==> config.mk <==
export PLATFORM = sky130hd
export DESIGN_NAME = chan_dispatch
export DESIGN_NICKNAME = d
export VERILOG_FILES = /design/src/rtl/chan_dispatch.sv
export SDC_FILE = /design/constraint.sdc
export NUM_CORES = 1
export LEC_CHECK = 0
export CAP_MARGIN = 25
export CORE_MARGIN = 4
export CORE_UTILIZATION = 24
export CTS_CLUSTER_SIZE = 8
export DETAILED_ROUTE_END_ITERATION = 16
export SETUP_SLACK_MARGIN = 0.1
export SKIP_CTS_REPAIR_TIMING = 1
export SYNTH_ARGS = -nofsm -noshare
export SYNTH_HDL_FRONTEND = slang
export SYNTH_SLANG_ARGS = --single-unit
==> constraint.sdc <==
create_clock -name clk -period 21.8 [get_ports clk]
set_input_delay 3.27 -clock clk [delete_from_list [all_inputs] [get_ports clk]]
set_output_delay 3.27 -clock clk [all_outputs]
set_load 0.05 [all_outputs]
==> src/rtl/chan_dispatch.sv <==
// 32-channel write-side dispatcher: a tagged word is steered into its channel's holding slot.
// Optional macro CHAN_DISPATCH_OVERWRITE_EN: never back-pressure, overwrite full slots and count overwrites.
module chan_dispatch #(
  parameter int CH_W = 20,
  parameter int N_CH = 32
) (
  input  logic                       clk,
  input  logic                       rst_n,
  input  logic                       in_valid,
  output logic                       in_ready,
  input  logic [CH_W-1:0]            in_data,
  input  logic [4:0]                 in_sel,
  output logic [N_CH-1:0][CH_W-1:0]  ch_data,
  output logic [N_CH-1:0]            ch_valid,
  input  logic [N_CH-1:0]            ch_ack,
  output logic [5:0]                 occupancy,
  output logic [7:0]                 ovr_cnt
);

  logic [N_CH-1:0][CH_W-1:0] data_q, data_d;
  logic [N_CH-1:0]           valid_q, valid_d;
  logic [N_CH-1:0]           we;
  logic [5:0]                occ_q, occ_d;
  logic                      accept;

`ifdef CHAN_DISPATCH_OVERWRITE_EN
  assign in_ready = rst_n;
`else
  // A slot being acked this cycle frees up in time to take the new word.
  assign in_ready = rst_n && (!valid_q[in_sel] || ch_ack[in_sel]);
`endif

  assign accept = in_valid && in_ready;

  genvar gi;
  generate
    for (gi = 0; gi < N_CH; gi++) begin : g_slot
      assign we[gi] = accept && (in_sel == 5'(gi));

      always_comb begin
        valid_d[gi] = valid_q[gi];
        data_d[gi]  = data_q[gi];
        if (we[gi]) begin
          valid_d[gi] = 1'b1;
          data_d[gi]  = in_data;
        end else if (ch_ack[gi]) begin
          valid_d[gi] = 1'b0;
        end
      end
    end
  endgenerate

  always_comb begin
    occ_d = '0;
    for (int i = 0; i < N_CH; i++) begin
      occ_d = occ_d + 6'(valid_d[i]);
    end
  end

`ifdef CHAN_DISPATCH_OVERWRITE_EN
  logic [7:0] ovr_q, ovr_d;
  logic       overwrite;

  // Only a write landing on an occupied, un-acked slot loses a word.
  assign overwrite = accept && valid_q[in_sel] && !ch_ack[in_sel];

  always_comb begin
    ovr_d = ovr_q;
    if (overwrite && (ovr_q != 8'hFF)) begin
      ovr_d = ovr_q + 8'd1;
    end
  end

  always_ff @(posedge clk) begin
    if (!rst_n) begin
      ovr_q <= '0;
    end else begin
      ovr_q <= ovr_d;
    end
  end

  assign ovr_cnt = ovr_q;
`else
  assign ovr_cnt = '0;
`endif

  always_ff @(posedge clk) begin
    if (!rst_n) begin
      valid_q <= '0;
      data_q  <= '0;
      occ_q   <= '0;
    end else begin
      valid_q <= valid_d;
      data_q  <= data_d;
      occ_q   <= occ_d;
    end
  end

  assign ch_valid  = valid_q;
  assign ch_data   = data_q;
  assign occupancy = occ_q;

endmodule

# [Yosys cells after proc, flatten, opt, wreduce, memory -nomap -nowiden]
# Cells that the tools add are included.
[word_totals] register_bits=678 input_bits=60 output_inout_bits=687 wordCells=202
[op_classes] add_sub_neg=31 n_lt_le_gt_ge=1 eq_ne=31 mux=68 reduce_logical=37
[op_table] operator="6-bit by 1-bit adder with 6-bit output" n=26
[op_table] operator="5-bit equality test (second input constant)" n=16
[op_table] operator="1-bit 2-to-1 mux" n=66
[op_table] operator="5-bit by 4-bit equality test with 1-bit output (second input constant)" n=8
[op_table] operator="1-bit logical AND" n=34
[op_table] operator="5-bit by 3-bit equality test with 1-bit output (second input constant)" n=4
[op_table] operator="1-bit binary-select mux with 5-bit select" n=2
[op_table] operator="5-bit by 2-bit equality test with 1-bit output (second input constant)" n=2
[op_table] operator="5-bit by 1-bit adder with 6-bit output" n=1
[op_table] operator="5-bit by 6-bit < comparator with 1-bit output (second input constant)" n=1
[op_table] operator="4-bit by 1-bit adder with 5-bit output" n=1
[op_table] operator="5-bit by 1-bit equality test with 1-bit output (second input constant)" n=1
[op_table] operator="5-bit logical NOT" n=1
[op_table] operator="3-bit by 1-bit adder with 4-bit output" n=1
[op_table] operator="2-bit by 1-bit adder with 3-bit output" n=1
[op_table] operator="1-bit by 1-bit adder with 2-bit output" n=1
[op_table] operator="1-bit logical NOT" n=1
[op_table] operator="1-bit logical OR" n=1

# [Longest topological paths before layout]
# Gate-level depths: netlist (run 1).
[logic_depth] word_depth=39 mapped_depth=28 depth_no_buf=24

# [Least setup slack after synthesis (run 1)]
# No wires, ideal clock.
[synth_timing] path_kind="input to register" from="input port in_sel[0]" to="register occ_q[4] (netlist: occupancy[4])" setup_ns=0.115 t_arrival_ns=9.653 t_required_ns=21.685 path_slack_ns=12.032 stages=28 path_buffers=5 cell_sequence="buf_6 -> buf_6 -> mux4_2 -> a211o_1 -> buf_2 -> buf_6 -> a311oi_4 -> buf_6 -> nor2_1 -> fa_1 -> inv_1 -> fa_1 -> inv_1 -> fa_1 -> fa_1 -> inv_1 -> fa_1 -> inv_1 -> fa_1 -> inv_1 -> ha_1 -> inv_1 -> fa_1 -> inv_1 -> a21o_1 -> a21oi_1 -> xnor2_1 -> and2_1"
[synth_via] elab_chain_len=39 word_cells_on_any_way=135 cone_classes="31 x add/sub; 31 x eq/ne; 36 x mux; 37 x reduce/logical"
[synth_rtl] item="start, declared" line="12" text="input logic [4:0] in_sel,"
[synth_rtl] item="1-bit binary-select mux with 5-bit select" line="30" text="assign in_ready = rst_n && (!valid_q[in_sel] || ch_ack[in_sel]);"
[synth_rtl] item="1-bit 2-to-1 mux (not written as such)" line="30"
[synth_rtl] item="1-bit logical NOT" line="30"
[synth_rtl] item="1-bit logical OR" line="30"
[synth_rtl] item="1-bit logical AND" line="30"
[synth_rtl] item="1-bit logical AND" line="33" text="assign accept = in_valid && in_ready;"
[synth_rtl] item="1-bit logical AND" line="38" text="assign we[gi] = accept && (in_sel == 5'(gi));"
[synth_rtl] item="1-bit 2-to-1 mux" line="43" text="if (we[gi]) begin"
[synth_rtl] item="1-bit by 1-bit adder with 2-bit output" line="56" text="occ_d = occ_d + 6'(valid_d[i]);"
[synth_rtl] item="2-bit by 1-bit adder with 3-bit output" line="56"
[synth_rtl] item="3-bit by 1-bit adder with 4-bit output" line="56"
[synth_rtl] item="4-bit by 1-bit adder with 5-bit output" line="56"
[synth_rtl] item="5-bit by 1-bit adder with 6-bit output" line="56"
[synth_rtl] item="6-bit by 1-bit adder with 6-bit output (25 in series)" line="56"
[synth_rtl] item="6-bit by 1-bit adder with 6-bit output *" line="56"
[synth_rtl] item="end signal, assigned" line="91" text="occ_q <= '0;"
[synth_rtl] item="end signal, assigned" line="95" text="occ_q <= occ_d;"
[synth_rtl] item="end, declared" line="23" text="logic [5:0] occ_q, occ_d;"
# Mark *: on every way between the ends. The rest lies on a longest branch, timed or not. The select of a mux whose other input is x is not followed.
# A chain may end at the register's enable or synchronous reset.

# [Worst setup path in the final report (run 1)]
# Same ends and word-level chain as after synthesis.

==> results of run 1 <==
cell type report:
type,count,share of cell area
sequential,678,0.362
multi-input combinational,1527,0.308
timing repair buffer,806,0.211
clock buffer,104,0.0664
tap,1414,0.0471
clock inverter,7,0.00310
inverter,26,0.00260
antenna,4,0.000267
synth_stat cells (5+ instances only):
cell	count
ha_1	7
nor2b_1	36
nor2_1	25
dfxtp_1	678
or2_2	9
o21a_1	32
buf_4	33
inv_1	26
a311oi_2	7
nand3_1	5
buf_6	38
nor4_4	9
nor4_2	7
clkbuf_1	141
nand2_1	664
a311oi_4	9
mux4_2	13
buf_2	13
fa_1	24
mux2i_1	642
worst max path at each step:
| stage | cells past startpoint | end | startpoint | slack, ps |
|---|---|---|---|---|
| after floorplan | 28 | occupancy[4]$_SDFF_PN0_ | in_sel[0] | 12030 |
| after CTS | 27 | occupancy[4]$_SDFF_PN0_ | in_sel[0] | 11380 |
| after global routing | 27 | occupancy[4]$_SDFF_PN0_ | in_sel[0] | 11050 |
| after detailed placement | 27 | occupancy[4]$_SDFF_PN0_ | in_sel[0] | 10660 |
| after global placement | 27 | occupancy[4]$_SDFF_PN0_ | in_sel[0] | 10720 |
| final | 27 | occupancy[4]$_SDFF_PN0_ | in_sel[0] | 11370 |
state kept, by name, summed over array words and instances (netlist names):
name       flops
ch_data      640
ch_valid      32
occupancy      6
layout by cell type (no fill, tap or decap), drive strengths merged:
master	n
fa	24
mux2	3
nor2	25
clkinv	3
xnor2	2
buf	69
o21a	32
and2	4
clkdlybuf4s50	737
nor3b	1
nand3	6
clkbuf	104
nor2b	36
ha	7
nor3	1
and4	1
conb	8
diode	4
o211a	1
a21o	2
or3b	1
a311oi	16
nor4	16
nand4	3
mux2i	642
a211o	1
dfxtp	678
and3	2
a21oi	2
nand2	664
or2	9
bufinv	1
a221oi	1
mux4	15
nand3b	2
inv	29
metrics by stage:
stage               power [uW]  instances   util  setup WS (ps)  cell area [um^2]
detailed placement        1430       4451  0.321          10660             34900
CTS                       2800       4562  0.345          11380             37500
global placement          1430       4451  0.321          10720             34900
global route              2850       4565  0.345          11050             37500
floorplan                 1360       2458      -          12030             26300
finish                    2750       4566  0.345          11370             37500
per-layer routing:
layer | wire, um | global-route usage | vias to the layer above
met2 | 50500 | 0.300 | 719
met3 | 9500 | 0.0695 | 170
met4 | 3570 | 0.0652 | 2
met5 | 11 | 0 | -
met1 | 46300 | 0.224 | 9776
li1 | - | - | 9428
critical path: stages:
cell and delay, ps:
clkdlybuf4s50_1 450, buf_4 330, mux4_2 560, nand2_1 90, nand3_2 670, a311oi_4 490
buf_4 510, nor2_1 130, fa_1 520, inv_1 50, fa_1 540, inv_1 60
fa_1 500, fa_1 510, inv_1 50, fa_1 490, inv_1 50, fa_1 440
inv_1 60, ha_1 170, inv_1 60, fa_1 390, inv_1 70, a21o_1 100
a21oi_1 70, xnor2_1 120, and2_1 150
report_power, final:
| part | internal (uW) | total, uW | switching, uW | leakage [uW] |
|---|---|---|---|---|
| Clock | 809 | 1350 | 543 | 0.00128 |
| Combinational | 37.6 | 152 | 114 | 0.00567 |
| Sequential | 1250 | 1250 | 3.22 | 0.00546 |
| Total | 2090 | 2750 | 661 | 0.0124 |
logic make-up after synthesis:
family,synth area share
adders and majority gates,0.0216
AOI/OAI and AO/OA,0.0248
muxes,0.259
DFF,0.516
and+or+nand+nor,0.125
xor gates and xnor gates,0.000666
other,0.000143
buffers and inverters,0.0529
==> impl_metrics.toml, run 1 <==
[floorplan]
dieWidth_um = 339
dieArea_mm2 = 0.115
initial_core_util = 0.242
io_pins = 747
core_area_mm2 = 0.109
dieHeight_um = 339
num_rows = 121

[clock_network]
cts.sinks = 678
worstSkewPairLatency_ps = 660
cts_buffers = 96
tritoncts = "yes"
htreeDepth = 3
clkTransAtPathRegs_ps = 50
clockRootBuffer = "clkbuf_16"
cts_buffer_depth = 3

[worst_setup_path]
path_max_fanout = 22
cp.required_ps = 22340
critPathCaptureType = "flop"
worstReg2RegEnd = "occupancy[4]$_SDFF_PN0_"
critPathArrivalTime_ps = 10970
r2r-start = "ch_valid[7]$_SDFF_PN0_"
reg2reg_depth = 25
ff2ff_setup_slack_ps = 14480
critPathKind = "in -> reg"
cp-start-kind = "input port"

[sta]
tightest_slew_ps = 1000
hold_ws_ps = 452
fin_skew_ps = 21.8
maxSlewViolCount = 0
hold_viol = 0
rsz0062_at_grt = "no"
fmax_ghz = 0.0958
tns_ps = 0
period_minus_slack_ps = 10430
setup_violations = 0
relSlewSlack = 0.331
period_share = 0.479

[synthesis]
avgSynthCellArea_um2 = 10.7
ys_async_sr_fraction = 0
synth-edff-count = 0
syn_inst = 2451
ys_seq_area_frac = 0.516
synth_seq_cells = 678
synth_area_mm2 = 0.0263
ys.flop_type = "dfxtp_1"
synth.largest_area_cell = "dfxtp_1"
yosysWarnings = 0
synthTopCellsByArea = "dfxtp_1, mux2i_1, nand2_1, clkbuf_1, fa_1"
synthDistinctLibCells = 41
netlist.area_leader.share = 0.516

[drt]
drt-pass1-iter-count = 5
num_vias = 20095
initialDrtViolationCount = 1063
drt_wl_total_um = 110000
wl_per_cell_um = 24.1
drc = 0
vias_per_cell = 4.40
ant_nets = 0

[pwr]
ir_worst_vdd_mv = 0.0533
power_leakage_uw = 0.0124
power_density_mw_per_mm2 = 73.4

[run_status]
outcome = "finished, final reports clean"

[hold_path]
min-delay-start = "ch_data[64]$_SDFFE_PN0P_"
hold_depth = 2
hold_class = "reg -> reg"
hold_end = "ch_data[64]$_SDFFE_PN0P_"

[finish]
final_nets = 3226
layout-drive-gt1-share = 0.0823
nFillCells = 10936
multi_input_area_mm2 = 0.0116
syn2layout_area_growth_pct = 42.6
regArea_mm2 = 0.0136

[placed_design]
port-buffer-count = 738
gp_congestion = 0.808
hpwl_um = 74700

[global_route]
grt_pass1_wl_um = 156000
grt_usage = 0.185
grt-ovfl-total = 0
first_global_vias = 20827
grt_max_degree = 95
antenna_found_initial = 10

[run]
drv_cap = 0
(Power assumes the default switching activity.)
==> run 2: changes to the inputs <==
clock period = 10.22 ns   (was 21.8 ns; I/O delays follow)
==> impl_metrics.toml, run 2 (synthesized netlist as in run 1, its figures left out) <==
[sta]
rsz0062_at_grt = "no"
hold_viol = 0
tightest_slew_ps = 1090
tns_ps = 0
period_share = 0.833
setup_violations = 0
maxSlewViolCount = 0
relSlewSlack = 0.272
fmax_ghz = 0.118
fin_skew_ps = 18.1
setup_ws_ps = 1710
period_minus_slack_ps = 8510

[floorplan]
dieArea_mm2 = 0.115
io_pins = 747
dieHeight_um = 339
dieWidth_um = 339
initial_core_util = 0.242
num_rows = 121
core_area_mm2 = 0.109

[worst_setup_path]
path_max_fanout = 22
critPathCaptureType = "flop"
critPathKind = "in -> reg"
cp.required_ps = 10770
cp-start-kind = "input port"
critPathArrivalTime_ps = 9060

[finish]
layout-drive-gt1-share = 0.0813
syn2layout_area_growth_pct = 42.6
largest_reg_flops = 640
nFillCells = 10876
final_nets = 3226
layout_common_cells = "clkdlybuf4s50_1, dfxtp_1, nand2_1"
final_common_cell = "clkdlybuf4s50_1"

[pwr]
power_leakage_uw = 0.0124
sequentialPowerShare = 0.454
combPwrFrac = 0.055
ir_worst_vdd_mv = 0.148
p_int_uw = 4460
power_density_mw_per_mm2 = 157
switchingPower_uw = 1420
p_clk_frac = 0.492
swShare = 0.241

[placed_design]
gp_congestion = 0.829
pre_cts_ws_ps = 943
port-buffer-count = 738
hpwl_um = 72800

[drt]
drt-pass1-iter-count = 5
vias_per_cell = 4.40
drt_wl_total_um = 109000
wl_per_cell_um = 23.8
ant_nets = 0
drc = 0
initialDrtViolationCount = 1315
num_vias = 20070

[hold_path]
hold_class = "reg -> reg"

[clock_network]
cts.sinks = 678
clkTransAtPathRegs_ps = 50
htreeDepth = 3
worstSkewPairLatency_ps = 660
cts_buffers = 96
cts_buffer_depth = 3
tritoncts = "yes"
clockRootBuffer = "clkbuf_16"

[run]
drv_cap = 0

[global_route]
grt_pass1_wl_um = 153000
grt-ovfl-total = 0
antenna_found_initial = 8
first_global_vias = 20484
grt_max_degree = 214
grt_usage = 0.183

[run_status]
outcome = "finished, final reports clean"
-- run 2: worst paths after layout --
path | startpoint | endpoint | slack (ps) | cells past startpoint
hold / removal | ch_data[514]$_SDFFE_PN0P_ | ch_data[514]$_SDFFE_PN0P_ | 450 | 2
setup reg to reg | ch_valid[14]$_SDFF_PN0_ | occupancy[4]$_SDFF_PN0_ | 3290 | 25
setup / recovery | in_sel[1] | occupancy[4]$_SDFF_PN0_ | 1710 | 26
hold reg to reg | ch_data[514]$_SDFFE_PN0P_ | ch_data[514]$_SDFFE_PN0P_ | 450 | 2
-- run 2: area by class of cell --
| type | count | area (um^2) | share of cell area |
|---|---|---|---|
| diodes | 5 | 12.5 | 0.000333 |
| clock buffers | 102 | 2450 | 0.0652 |
| clock inverters | 8 | 149 | 0.00397 |
| inverters | 26 | 97.6 | 0.00260 |
| multi-input cells | 1527 | 11600 | 0.308 |
| flip-flops and latches | 678 | 13600 | 0.362 |
| well taps | 1414 | 1770 | 0.0471 |
| repair buffers | 806 | 7920 | 0.211 |
-- run 2: metal layers --
| layer | vias up | part of all wire | global-route usage |
|---|---|---|---|
| met2 | 772 | 0.46 | 0.298 |
| met4 | 2 | 0.034 | 0.0696 |
| met5 | - | 0.00012 | 0 |
| li1 | 9442 | - | - |
| met3 | 172 | 0.091 | 0.0668 |
| met1 | 9682 | 0.41 | 0.219 |
-- run 2: stage by stage --
step	hold slack [ps]	cells	util	instance area, um^2	total power, uW
6_report	451	4566	0.345	37500	5880
5_1_grt	466	4564	0.345	37500	6080
4_1_cts	455	4561	0.345	37500	5970
3_5_place_dp	445	4451	0.321	34900	3050
3_3_place_gp	440	4451	0.321	34900	3040
2_1_floorplan	673	2458	-	26300	2900
-- run 2: worst max-delay path, cell delays in order --
cell and delay [ps]:
clkdlybuf4s50_1 830, mux4_1 620, mux2_4 310, a221oi_4 810
a311oi_4 190, buf_4 320, nor2_1 210, fa_1 440
inv_1 100, fa_1 400, inv_1 100, fa_1 410
fa_1 510, inv_1 50, fa_1 490, inv_1 50
fa_1 440, inv_1 70, ha_1 170, inv_1 50
fa_1 400, inv_1 70, a21o_1 120, a21oi_1 80
xnor2_1 120, and2_1 140
-- run 2: power groups by stage --
stage	Clock (uW)	Combinational, uW	Sequential (uW)
floorplan	0	144	2760
global placement	0	326	2720
global route	3070	339	2660
finish	2890	322	2670
CTS	2980	328	2670
detailed placement	0	327	2720
